## src/rtl/vote_pkg.sv

```systemverilog
// Shared definitions for the ballot capture front end: voter count and FSM state encoding.
package vote_pkg;

  localparam int NUM_VOTERS = 4;

  typedef logic [1:0] vote_state_t;

  localparam vote_state_t ST_IDLE = 2'd0;
  localparam vote_state_t ST_OPEN = 2'd1;
  localparam vote_state_t ST_DONE = 2'd2;

endpackage

```

## src/rtl/vote_ballot_capture_if.sv

```systemverilog
// Voter-side bundle: START request, four raw switches, frozen ballot and status flags.
interface vote_ballot_capture_if;

  logic start;
  logic w_in;
  logic x_in;
  logic y_in;
  logic z_in;
  logic w;
  logic x;
  logic y;
  logic z;
  logic open;
  logic valid;

  modport master (
    output start, w_in, x_in, y_in, z_in,
    input  w, x, y, z, open, valid
  );

  modport slave (
    input  start, w_in, x_in, y_in, z_in,
    output w, x, y, z, open, valid
  );

endinterface

```

## src/rtl/vote_debounce.sv

```systemverilog
// Two-flop synchroniser followed by a stability filter: the output follows the
// synchronised input only after it has disagreed for DEBOUNCE_CYCLES straight cycles.
module vote_debounce #(
  parameter int DEBOUNCE_CYCLES = 16
) (
  input  logic clk,
  input  logic rst_n,
  input  logic raw,
  output logic filtered
);

  localparam int CW = $clog2(DEBOUNCE_CYCLES);
  localparam logic [CW-1:0] CNT_MAX = CW'(DEBOUNCE_CYCLES - 1);

  logic          sync1_reg;
  logic          sync2_reg;
  logic          filt_reg;
  logic [CW-1:0] cnt_reg;

  always_ff @(posedge clk or negedge rst_n) begin
    if (!rst_n) begin
      sync1_reg <= 1'b0;
      sync2_reg <= 1'b0;
      filt_reg  <= 1'b0;
      cnt_reg   <= '0;
    end else begin
      sync1_reg <= raw;
      sync2_reg <= sync1_reg;
      // Any cycle where the input agrees with the output restarts the count.
      if (sync2_reg != filt_reg) begin
        if (cnt_reg == CNT_MAX) begin
          filt_reg <= sync2_reg;
          cnt_reg  <= '0;
        end else begin
          cnt_reg <= cnt_reg + CW'(1);
        end
      end else begin
        cnt_reg <= '0;
      end
    end
  end

  assign filtered = filt_reg;

endmodule

```

## src/rtl/vote_ballot_capture.sv

```systemverilog
// Ballot capture: debounced voter inputs are OR-accumulated over a timed window
// opened by a START edge; the frozen ballot is presented once the window closes.
module vote_ballot_capture
  import vote_pkg::*;
#(
  parameter int DEBOUNCE_CYCLES = 16,
  parameter int WINDOW_CYCLES   = 1000,
  parameter int CNT_W           = 10
) (
  input  logic                  clk,
  input  logic                  rst_n,
  vote_ballot_capture_if.slave  bus
);

  localparam logic [CNT_W-1:0] CNT_LOAD = CNT_W'(WINDOW_CYCLES - 1);

  logic [NUM_VOTERS-1:0] raw_vec;
  logic [NUM_VOTERS-1:0] filt_vec;

  assign raw_vec = {bus.z_in, bus.y_in, bus.x_in, bus.w_in};

  generate
    for (genvar gi = 0; gi < NUM_VOTERS; gi++) begin : g_db
      vote_debounce #(
        .DEBOUNCE_CYCLES(DEBOUNCE_CYCLES)
      ) u_db (
        .clk      (clk),
        .rst_n    (rst_n),
        .raw      (raw_vec[gi]),
        .filtered (filt_vec[gi])
      );
    end
  endgenerate

  vote_state_t           state_reg, state_next;
  logic [CNT_W-1:0]      cnt_reg, cnt_next;
  logic [NUM_VOTERS-1:0] votes_reg, votes_next;
  logic [NUM_VOTERS-1:0] ballot_reg;
  logic                  start_q_reg;
  logic                  open_reg;
  logic                  valid_reg;
  logic                  start_edge;

  assign start_edge = bus.start & ~start_q_reg;

  always_comb begin
    state_next = state_reg;
    cnt_next   = cnt_reg;
    votes_next = votes_reg;
    case (state_reg)
      ST_IDLE, ST_DONE: begin
        if (start_edge) begin
          state_next = ST_OPEN;
          cnt_next   = CNT_LOAD;
          votes_next = '0;
        end
      end
      ST_OPEN: begin
        // The final cycle's votes still count before the window closes.
        votes_next = votes_reg | filt_vec;
        if (cnt_reg == '0) begin
          state_next = ST_DONE;
        end else begin
          cnt_next = cnt_reg - CNT_W'(1);
        end
      end
      default: begin
        state_next = ST_IDLE;
      end
    endcase
  end

  always_ff @(posedge clk or negedge rst_n) begin
    if (!rst_n) begin
      state_reg   <= ST_IDLE;
      cnt_reg     <= '0;
      votes_reg   <= '0;
      start_q_reg <= 1'b0;
      open_reg    <= 1'b0;
      valid_reg   <= 1'b0;
      ballot_reg  <= '0;
    end else begin
      state_reg   <= state_next;
      cnt_reg     <= cnt_next;
      votes_reg   <= votes_next;
      start_q_reg <= bus.start;
      // Ballot stays zero outside DONE so the downstream vote circuit never sees partial votes.
      open_reg    <= (state_reg == ST_OPEN);
      valid_reg   <= (state_reg == ST_DONE);
      ballot_reg  <= (state_reg == ST_DONE) ? votes_reg : '0;
    end
  end

  assign bus.open  = open_reg;
  assign bus.valid = valid_reg;
  assign bus.w     = ballot_reg[0];
  assign bus.x     = ballot_reg[1];
  assign bus.y     = ballot_reg[2];
  assign bus.z     = ballot_reg[3];

endmodule

```

## src/flat_wrapper.sv

```systemverilog
// flat-port wrapper written by rule: the top's interface ports become plain ports
module vote_ballot_capture_flat import vote_pkg::*;
#(
  parameter int DEBOUNCE_CYCLES = 16,
  parameter int WINDOW_CYCLES   = 1000,
  parameter int CNT_W           = 10
)
  (clk, rst_n, bus_start, bus_w_in, bus_x_in, bus_y_in, bus_z_in, bus_w, bus_x, bus_y, bus_z, bus_open, bus_valid);
  vote_ballot_capture_if bus_i ();
  input  logic clk;
  input  logic rst_n;
  input wire logic [$bits(bus_i.start)-1:0] bus_start;
  input wire logic [$bits(bus_i.w_in)-1:0] bus_w_in;
  input wire logic [$bits(bus_i.x_in)-1:0] bus_x_in;
  input wire logic [$bits(bus_i.y_in)-1:0] bus_y_in;
  input wire logic [$bits(bus_i.z_in)-1:0] bus_z_in;
  output wire logic [$bits(bus_i.w)-1:0] bus_w;
  output wire logic [$bits(bus_i.x)-1:0] bus_x;
  output wire logic [$bits(bus_i.y)-1:0] bus_y;
  output wire logic [$bits(bus_i.z)-1:0] bus_z;
  output wire logic [$bits(bus_i.open)-1:0] bus_open;
  output wire logic [$bits(bus_i.valid)-1:0] bus_valid;
  assign bus_i.start = bus_start;
  assign bus_i.w_in = bus_w_in;
  assign bus_i.x_in = bus_x_in;
  assign bus_i.y_in = bus_y_in;
  assign bus_i.z_in = bus_z_in;
  assign bus_w = bus_i.w;
  assign bus_x = bus_i.x;
  assign bus_y = bus_i.y;
  assign bus_z = bus_i.z;
  assign bus_open = bus_i.open;
  assign bus_valid = bus_i.valid;
  vote_ballot_capture #(.DEBOUNCE_CYCLES(DEBOUNCE_CYCLES), .WINDOW_CYCLES(WINDOW_CYCLES), .CNT_W(CNT_W)) u_core (.clk(clk), .rst_n(rst_n), .bus(bus_i));
endmodule
```

## config.mk

```make
export PLATFORM = sky130hd
export DESIGN_NAME = vote_ballot_capture_flat
export DESIGN_NICKNAME = d
export VERILOG_FILES = /design/src/rtl/vote_pkg.sv /design/src/rtl/vote_ballot_capture_if.sv /design/src/rtl/vote_debounce.sv /design/src/rtl/vote_ballot_capture.sv /design/src/flat_wrapper.sv
export SDC_FILE = /design/constraint.sdc
export NUM_CORES = 1
export LEC_CHECK = 0
export BUFFER_PORTS_ARGS = -buffer_cell sky130_fd_sc_hd__buf_2
export CORE_UTILIZATION = 58
export CTS_BUF_LIST = sky130_fd_sc_hd__clkbuf_4 sky130_fd_sc_hd__clkbuf_8 sky130_fd_sc_hd__clkbuf_16
export CTS_CLUSTER_SIZE = 14
export DETAILED_ROUTE_END_ITERATION = 10
export PLACE_DENSITY = 0.77
export SLEW_MARGIN = 20
export SYNTH_ARGS = -nofsm -noshare
export SYNTH_HDL_FRONTEND = slang
export SYNTH_SLANG_ARGS = --single-unit
export TNS_END_PERCENT = 50
```

## constraint.sdc

```tcl
create_clock -name clk -period 2.35 [get_ports clk]
set_clock_uncertainty 0.15 [all_clocks]
set_input_delay 0.3525 -clock clk [delete_from_list [all_inputs] [get_ports clk]]
set_output_delay 0.3525 -clock clk [all_outputs]
set_load 0.05 [all_outputs]
```

After elaboration in Yosys (flattened, before gate mapping)
Index checks and enable logic that the tools add are counted.
{ "classes": {"addsub": 5, "n_bitwise": 3, "mux": 17, "n_reduce_logical": 11, "n_eq_ne": 13} }
{ "op_table": {"columns": ["operator", "count"], "rows": [
  ["$mux 4", 10],
  ["$mux 10", 2],
  ["$pmux 10 s2", 1],
  ["$add 4x1->4 const B", 4],
  ["$eq 4x4->1 const B", 4],
  ["$reduce_and 2->1", 6],
  ["$logic_not 10->1", 1],
  ["$sub 10x1->10 const B", 1],
  ["$pmux 4 s2", 1],
  ["$mux 2", 2],
  ["$ne 1x1->1", 4],
  ["$ne 2x1->1 const B", 2],
  ["$or 4x4->4", 1],
  ["$pmux 2 s2", 1],
  ["$reduce_and 3->1", 1],
  ["$eq 2x1->1 const B", 1],
  ["$eq 2x2->1 const B", 1],
  ["$logic_not 2->1", 1],
  ["$ne 2x2->1 const B", 1],
  ["$reduce_bool 2->1", 1],
  ["$reduce_or 2->1", 1],
  ["$and 1x1->1", 1],
  ["$not 1->1", 1]
]} }
{ "totals": {"reg_bits": 51} }

Depth between registers and ports, before layout
Gate-level depths: netlist of the first run.
{ "logic_depth": {"ltp_word": 4, "ltp_mapped": 6} }

Modules after synthesis
A second synthesis of the first run with hierarchy kept.
{ "hier_totals": {"cells_unflattened": 160, "area_unflattened_um2": 2093.3} }
{ "modules_own_cells": {"columns": ["mod", "area_per_inst_um2", "n_inst", "seq_area_each_um2", "cells_each"], "rows": [
  ["vote_debounce", 270.3, 4, 175.2, 18],
  ["vote_ballot_capture", 1012.2, 1, 575.6, 88]
]} }

Worst setup path after synthesis of the first run
Ideal clock, no wire load.
{ "synth_timing": {"kind": "flip-flop to flip-flop", "from": "register u_core.cnt_reg[6]", "to": "register u_core.cnt_reg[5]", "arrival_ps": 1618, "period_less_slack_ps": 1899, "required_time_ps": 2068, "stages_incl_launch_ff": 5, "setup_time_ps": 132, "setup_slack_ps": 451, "path_cell_list": "dfrtp_1 > or4_4 > nor4b_4 > nor3_1 > or3b_1"} }
{ "synth_via": {"elab_chain_cells": 3} }
{ "synth_lines": {"columns": ["item", "line_no", "rtl"], "rows": [
  ["start, declared", "vote_ballot_capture.sv:36", "logic [CNT_W-1:0] cnt_reg, cnt_next;"],
  ["start signal, assigned", "vote_ballot_capture.sv:84", "cnt_reg <= cnt_next;"],
  ["$logic_not 10->1", "vote_ballot_capture.sv:61", "if (cnt_reg == '0) begin"],
  ["$ne 2x2->1 (no source line)", null, null],
  ["$reduce_and 3->1 (no source line)", null, null]
]} }
No other way between the ends.
A chain may end at the register's enable or synchronous reset.

Worst setup path after layout of the first run
{ "layout_timing": {"from": "register u_core.cnt_reg[0]", "to": "register u_core.state_reg[0]"} }
{ "layout_via": {"elab_chain_cells": 3} }
{ "layout_lines": {"columns": ["item", "line_no", "rtl"], "rows": [
  ["$logic_not 10->1", "vote_ballot_capture.sv:61", null],
  ["$ne 2x1->1 (no source line)", null, null],
  ["$reduce_and 2->1 (no source line)", null, null],
  ["end signal, assigned", "vote_ballot_capture.sv:83", "state_reg <= state_next;"],
  ["end, declared", "vote_ballot_capture.sv:35", "vote_state_t state_reg, state_next;"]
]} }
No other way between the ends.

==> results of run 1 <==
==> how the worst max path moves through the flow <==
stage / endpoint / cells after the start
2_1_floorplan: u_core.cnt_reg[5] / 4
4_1_cts: u_core.cnt_reg[5] / 4
6_report: u_core.state_reg[0] / 5
5_1_grt: u_core.state_reg[0] / 5
3_3_place_gp: u_core.cnt_reg[5] / 4
3_5_place_dp: u_core.cnt_reg[5] / 4
==> area by class of cell <==
| cell class | count | area, sq um | share of cell area |
|---|---|---|---|
| sequential | 51 | 1280 | 0.551 |
| multi-input combinational | 110 | 738 | 0.319 |
| timing repair buffer | 23 | 158 | 0.0681 |
| tap | 46 | 57.6 | 0.0249 |
| clock buffer | 6 | 51.3 | 0.0222 |
| inverter | 8 | 30.0 | 0.0130 |
| clock inverter | 1 | 5.00 | 0.00216 |
==> cells by family (layout without fill, tap and decap cells) <==
family,after synthesis,after routing,share of synthesized area
AO/OA/AOI/OAI,29,29,0.0793
buffers and inverters,10,38,0.0183
adder cells (fa/ha/maj),5,5,0.0305
AND/OR/NAND/NOR,60,60,0.176
multiplexers,6,6,0.0317
XOR/XNOR,10,10,0.0427
flip-flops,51,51,0.622
==> power by group <==
part / switching, mW / total, mW / internal (mW)
Combinational: 0.171 / 0.328 / 0.157
Sequential: 0.110 / 1.09 / 0.981
Clock: 0.240 / 0.379 / 0.139
==> cell usage in the layout, fill, tap and decap left out <==
| cell | count |
|---|---|
| or3_2 | 1 |
| mux2_2 | 4 |
| inv_1 | 8 |
| or3b_1 | 1 |
| xnor2_1 | 10 |
| nor4b_4 | 1 |
| or4_1 | 1 |
| dlygate4sd3_1 | 6 |
| mux2i_1 | 2 |
| nand2_1 | 3 |
| buf_2 | 12 |
| buf_4 | 5 |
| nor2b_1 | 6 |
| nand4b_1 | 4 |
| ha_1 | 5 |
| a211oi_1 | 1 |
| dfrtp_1 | 51 |
| nor2_1 | 16 |
| a211o_1 | 1 |
| or4_4 | 1 |
| clkbuf_4 | 5 |
| nand2b_1 | 1 |
| a31oi_1 | 2 |
| or2_2 | 1 |
| a22oi_1 | 1 |
| nand3_1 | 6 |
| nor4_1 | 4 |
| nor3b_1 | 6 |
| nor3_1 | 4 |
| and2_1 | 4 |
| o311a_2 | 1 |
| clkinv_2 | 1 |
| a21oi_1 | 15 |
| o21ai_0 | 8 |
| clkbuf_8 | 1 |
==> metal layers <==
layer,track usage,share of wire,up-vias
li1,-,-,653
met1,0.239,0.46,655
met2,0.336,0.49,23
met3,0.0567,0.034,6
met4,0.0762,0.015,0
met5,0,0,-
==> run metrics, run 1 <==
Commonest cells post-synth=dfrtp_1 (51), nor2_1 (16), a21oi_1 (15); VDD IR max=a little over 0.0005 V; depth of the most critical reg-to-reg path=5; first-pass GRT wire length=~5300 um; Final Non-Filler Cells=~250; std cell rows=21; Req. time, crit path=2.45 ns; post-route minimum period=about 2 ns; Die Span Y=61.5 um; FF+latch count, synth=51; antenna violations before repair=0; WP data arrival=roughly 2.1 ns; share of cells above drive strength 1=0.166; initial core utilization=0.610; final instance area=around 2300 sq um; vias in the first global route=1269; number of port buffers=12; Sink Count=51; # H-tree levels=2; Detail Route Antenna Nets=0; Worst Path Buf+Inv=1; Post-synth EDFFs=0; Cells on Worst Hold Path=0; Avg Synthesized Cell Area=between 10 and 15 sq um; CTS root buffer=clkbuf_4; Worst Setup SP=u_core.cnt_reg[0]; CP top delay family=simple AND/OR/NAND/NOR gates; PostCTS Resize Cnt=0; Final Hold Fails=0; gp weighted congestion=just under 0.9; critical path peak fanout=5; placeable core region=~3400 sq um; hold_ws=about 0.2 ns; setup slack after layout=around 0.36 ns; Mapped Nets=about 180; worst reg2reg endpoint=u_core.state_reg[0]; GRT Resource Usage Total=0.198; number of flip-flops under the largest register name=16; hold-fix buffers at CTS=6; Worst R2R Start=u_core.cnt_reg[0]; PD cells=around 780 nW/um^2; setup TNS=0 ns; top-count cell post-synth=dfrtp_1; Final Routed Wirelength=~3200 um; Seq/Total Area, Yosys=0.622; Die X=a little over 60 um; CTS tree=yes; dpl cell area=~2200 sq um; Clock Tree Buf Depth=2; filler cell count=approximately 280; slowest CP cell=nor3b_1; ranking of synthesized cells by area=dfrtp_1 (62%), xnor2_1 (4.3%), a21oi_1 (3.7%); Hold Path End=u_core.g_db[2].u_db.sync2_reg; initial DRC count=between 40 and 50; largest net degree at the start of global routing=32; leading area contributor after synthesis=dfrtp_1; # setup viols final=0; fin nets=about 210; num ports=13; CTS Buf Count=5; max frequency=between 500 and 600 MHz; Die Footprint=3780 sq um; synthesized area=2050 sq um; Slew Limit Fails=0; Layout area overhead=12.9%; Async S/R FF share, synth=1.00; Worst Setup Path Type=reg -> reg; CP endpoint kind=register; Hold Crit Class=reg -> reg; pre-CTS setup slack=approximately 0.37 ns; slew margin rel.=0.617; via count=roughly 1300; drt pass-1 iters=4; outcome=finished clean; Critical Path, Cell by Cell=inv_1, ha_1, nor3b_1, a31oi_1, or2_2; Max-cap violations=0; via/cell ratio=around 5.5; Hold Startpoint=u_core.g_db[2].u_db.sync1_reg; wire length per cell=approximately 13 um; Reg clk slew, reported paths=roughly 0.13 ns; area fraction of the dominant cell type after synthesis=0.622; Distinct cells, synth=30; Slew @ Worst Pin=roughly 0.57 ns; final core occ=0.689; Inserted Diodes=0; CP peak stage delay=around 0.43 ns; Power Total=about 1.8 mW; gr ovfl total=0; post-CTS setup buffer count=0; clk_lat worst skew=between 0.3 and 0.4 ns; crit path launch type=register; period utilization=0.848; Synth Instances=171; Post-route DRC=0; static leakage=about 1.0 nW; yosys warns=0; R2R Setup Slk=0.36 ns; Synth Flop Type=dfrtp_1; dpl cells=between 200 and 250; HPWL Detailed=2260 um; RSZ-0062 raised after global routing=false
Power figures use the tool's default switching activity.
==> inputs of run 2 (changes only) <==
--- a/config.mk
+++ b/config.mk
@@ -5,12 +5,13 @@
 export SDC_FILE = /design/constraint.sdc
 export NUM_CORES = 1
 export LEC_CHECK = 0
+export ABC_AREA = 1
 export BUFFER_PORTS_ARGS = -buffer_cell sky130_fd_sc_hd__buf_2
-export CORE_UTILIZATION = 58
+export CORE_UTILIZATION = 59
 export CTS_BUF_LIST = sky130_fd_sc_hd__clkbuf_4 sky130_fd_sc_hd__clkbuf_8 sky130_fd_sc_hd__clkbuf_16
 export CTS_CLUSTER_SIZE = 14
 export DETAILED_ROUTE_END_ITERATION = 10
-export PLACE_DENSITY = 0.77
+export PLACE_DENSITY = 0.78
 export SLEW_MARGIN = 20
 export SYNTH_ARGS = -nofsm -noshare
 export SYNTH_HDL_FRONTEND = slang
==> constraint.sdc (replaced) <==
create_clock -name clk -period 1.9 [get_ports clk]
set_clock_uncertainty 0.15 [all_clocks]
set_input_delay 0.285 -clock clk [delete_from_list [all_inputs] [get_ports clk]]
set_output_delay 0.285 -clock clk [all_outputs]
set_load 0.05 [all_outputs]
==> run 2 against run 1 <==
Compared with the run above: total power rose by 46%; fmax rose by 15%; combinational power up 100%; sequential power up 26%; setup slack lost 0.19 ns; first-iteration DRC count is 63% higher; hold slack worse by 0.0017 ns; critical path type unchanged; register-to-register slack worse by 0.19 ns; clock-buffer cell count is 1 lower; area after synthesis up 7.0%; core utilization increased by 3.3 points; flip-flop and latch count is the same; largest power group unchanged.
==> run metrics, run 2 <==
WP data arrival=about 1.8 ns; gr ovfl total=0; CP top delay family=simple AND/OR/NAND/NOR gates; max frequency=between 500 and 600 MHz; final instance area=2480 sq um; post-route minimum period=~1.7 ns; CTS tree=yes; CP endpoint kind=register; Seq/Total Area, Yosys=0.581; critical path peak fanout=16; # H-tree levels=2; leading area contributor after synthesis=dfrtp_1; CTS root buffer=clkbuf_8; Die X=between 60 and 70 um; slowest CP cell=dfrtp_1; via count=around 1400; first-pass GRT wire length=approximately 6200 um; Final Hold Fails=0; number of port buffers=12; Final Routed Wirelength=3320 um; Reg clk slew, reported paths=0.09 ns; Synth Instances=227; Commonest cells post-synth=dfrtp_1 (51), nor2_1 (39), inv_1 (35), nand2_1 (35), nand3_1 (20); Flop pwr share=0.522; initial DRC count=67; setup slack after layout=about 0.16 ns; Avg Synthesized Cell Area=about 9.7 sq um; number of flip-flops under the largest register name=16; Sw Share=0.340; Distinct cells, synth=22; pre-CTS setup slack=0.0865 ns; num ports=13; dpl cell area=approximately 2300 sq um; Clock power frac=0.224; post-CTS setup buffer count=0; Mapped Nets=239; Most Frequent Cell on Critical Path=nand2_1; GRT Resource Usage Total=0.205; # setup viols final=0; Layout area overhead=13.1%; Pint=between 1.5 and 2 mW; Async S/R FF share, synth=1.00; top-count cell post-synth=dfrtp_1; commonest non-fill, non-tap cell in the layout=dfrtp_1; ranking of synthesized cells by area=dfrtp_1 (58%), nor2_1 (6.7%), inv_1 (6.0%); Req. time, crit path=1.94 ns; slew margin rel.=0.691; initial core utilization=0.638; Logic pwr share=0.254; Die Footprint=between 3000 and 4000 sq um; setup TNS=0 ns; CP peak stage delay=between 0.4 and 0.5 ns; placeable core region=3440 sq um; Max-cap violations=0; crit path launch type=register; Hold Crit Class=reg -> reg; filler cell count=between 200 and 250; Worst Setup Path Type=reg -> reg; Post-synth EDFFs=0; HPWL Detailed=about 2500 um; std cell rows=21; CTS Buf Count=5; wire length per cell=11.1 um; VDD IR max=between 0.0008 and 0.0009 V; via/cell ratio=~4.8; share of cells above drive strength 1=0.170; Inserted Diodes=0; yosys warns=0; synthesized area=around 2200 sq um; fin nets=approximately 270; largest net degree at the start of global routing=33; Die Span Y=roughly 63 um; Clock Tree Buf Depth=2; PD cells=approximately 1100 nW/um^2; Sink Count=slightly above 50; antenna violations before repair=0; drt pass-1 iters=4; Critical Path, Cell by Cell=inv_2, ha_1, nand2_1, nor2_4, nand2_2, nand2_4, nand2_8, nand2_1, o21ai_2; clk_lat worst skew=about 0.3 ns; RSZ-0062 raised after global routing=false; gp weighted congestion=0.818; vias in the first global route=around 1500; Worst Path Buf+Inv=1; Power Total=2.62 mW; final core occ=0.722; static leakage=1.30 nW; outcome=finished clean; period utilization=0.913; Slew @ Worst Pin=between 0.4 and 0.5 ns; area fraction of the dominant cell type after synthesis=0.581; Detail Route Antenna Nets=0; most frequent cells in the layout=dfrtp_1 (51), nor2_1 (39), nand2_1 (35); FF+latch count, synth=between 50 and 60; P_sw=~0.9 mW; Synth Flop Type=dfrtp_1; Slew Limit Fails=0; Post-route DRC=0
run 2: cell count changes after synthesis, sizes merged, moves of 4 or more:
cell and change:
and2 -4, inv +27, xor2 +4, nor2b -6, nor4 -4, nor2 +28
nand2 +36, a21oi -14, nor3b -6, nand4b -4, nand3 +15
run 2: final cells by class:
type                            count  area, sq um  area share
Clock inverter                      2         13.8     0.00554
Sequential cell                    51         1280       0.514
Clock buffer                        5         68.8      0.0277
Multi-Input combinational cell    139          781       0.314
Timing Repair Buffer               21          155      0.0625
Inverter                           35          131      0.0529
Tap cell                           46         57.6      0.0232
run 2: power groups by stage:
stage | Clock [mW] | Combinational [mW] | Sequential, mW
global route | 0.647 | 0.783 | 1.39
global placement | 0 | 0.631 | 1.38
floorplan | 0 | 0.511 | 1.37
CTS | 0.605 | 0.666 | 1.37
detailed placement | 0 | 0.652 | 1.39
finish | 0.586 | 0.665 | 1.37
run 2: layer usage:
layer  vias to the layer above  global-route usage  part of all wire
li1                        745                   -                 -
met1                       663               0.253              0.47
met2                        14               0.337              0.48
met3                         8              0.0438             0.026
met4                         0               0.105             0.021
met5                         -                   0                 0
run 2: what timing repair did:
item | in CTS | in global routing
gates resized for setup | 0 | 2
hold endpoints to repair | 24 | 0
setup endpoints to repair | 0 | 9
hold buffers | 6 | 0
run 2: metrics by stage:
step,hold WS [ns],cells
2_1_floorplan,-0.161,227
3_3_place_gp,0.109,286
3_5_place_dp,0.115,286
4_1_cts,0.206,299
5_1_grt,0.219,299
6_report,0.204,299
run 2: kinds of logic (layout without fill, tap and decap cells):
kind of cell | count (synthesis) | after routing | share of synthesized area
AO/OA/AOI/OAI | 10 | 10 | 0.0330
XOR/XNOR | 12 | 12 | 0.0479
adder cells (fa/ha/maj) | 5 | 5 | 0.0285
buffers and inverters | 37 | 63 | 0.0672
flip-flops | 51 | 51 | 0.581
multiplexers | 3 | 3 | 0.0154
AND/OR/NAND/NOR | 109 | 109 | 0.227
run 2: worst paths after layout:
check | from | endpoint | slack, ns | cells after the start
worst min-delay path | u_core.g_db[0].u_db.sync1_reg | u_core.g_db[0].u_db.sync2_reg | 0.20 | 0
max in group asynchronous | rst_n | u_core.cnt_reg[5] | 0.78 | 3
worst max register to register | u_core.cnt_reg[0] | u_core.cnt_reg[2] | 0.16 | 9
min in group asynchronous | rst_n | u_core.votes_reg[3] | 0.31 | 2
worst min register to register | u_core.g_db[0].u_db.sync1_reg | u_core.g_db[0].u_db.sync2_reg | 0.20 | 0
worst max-delay path | u_core.cnt_reg[0] | u_core.cnt_reg[2] | 0.16 | 9
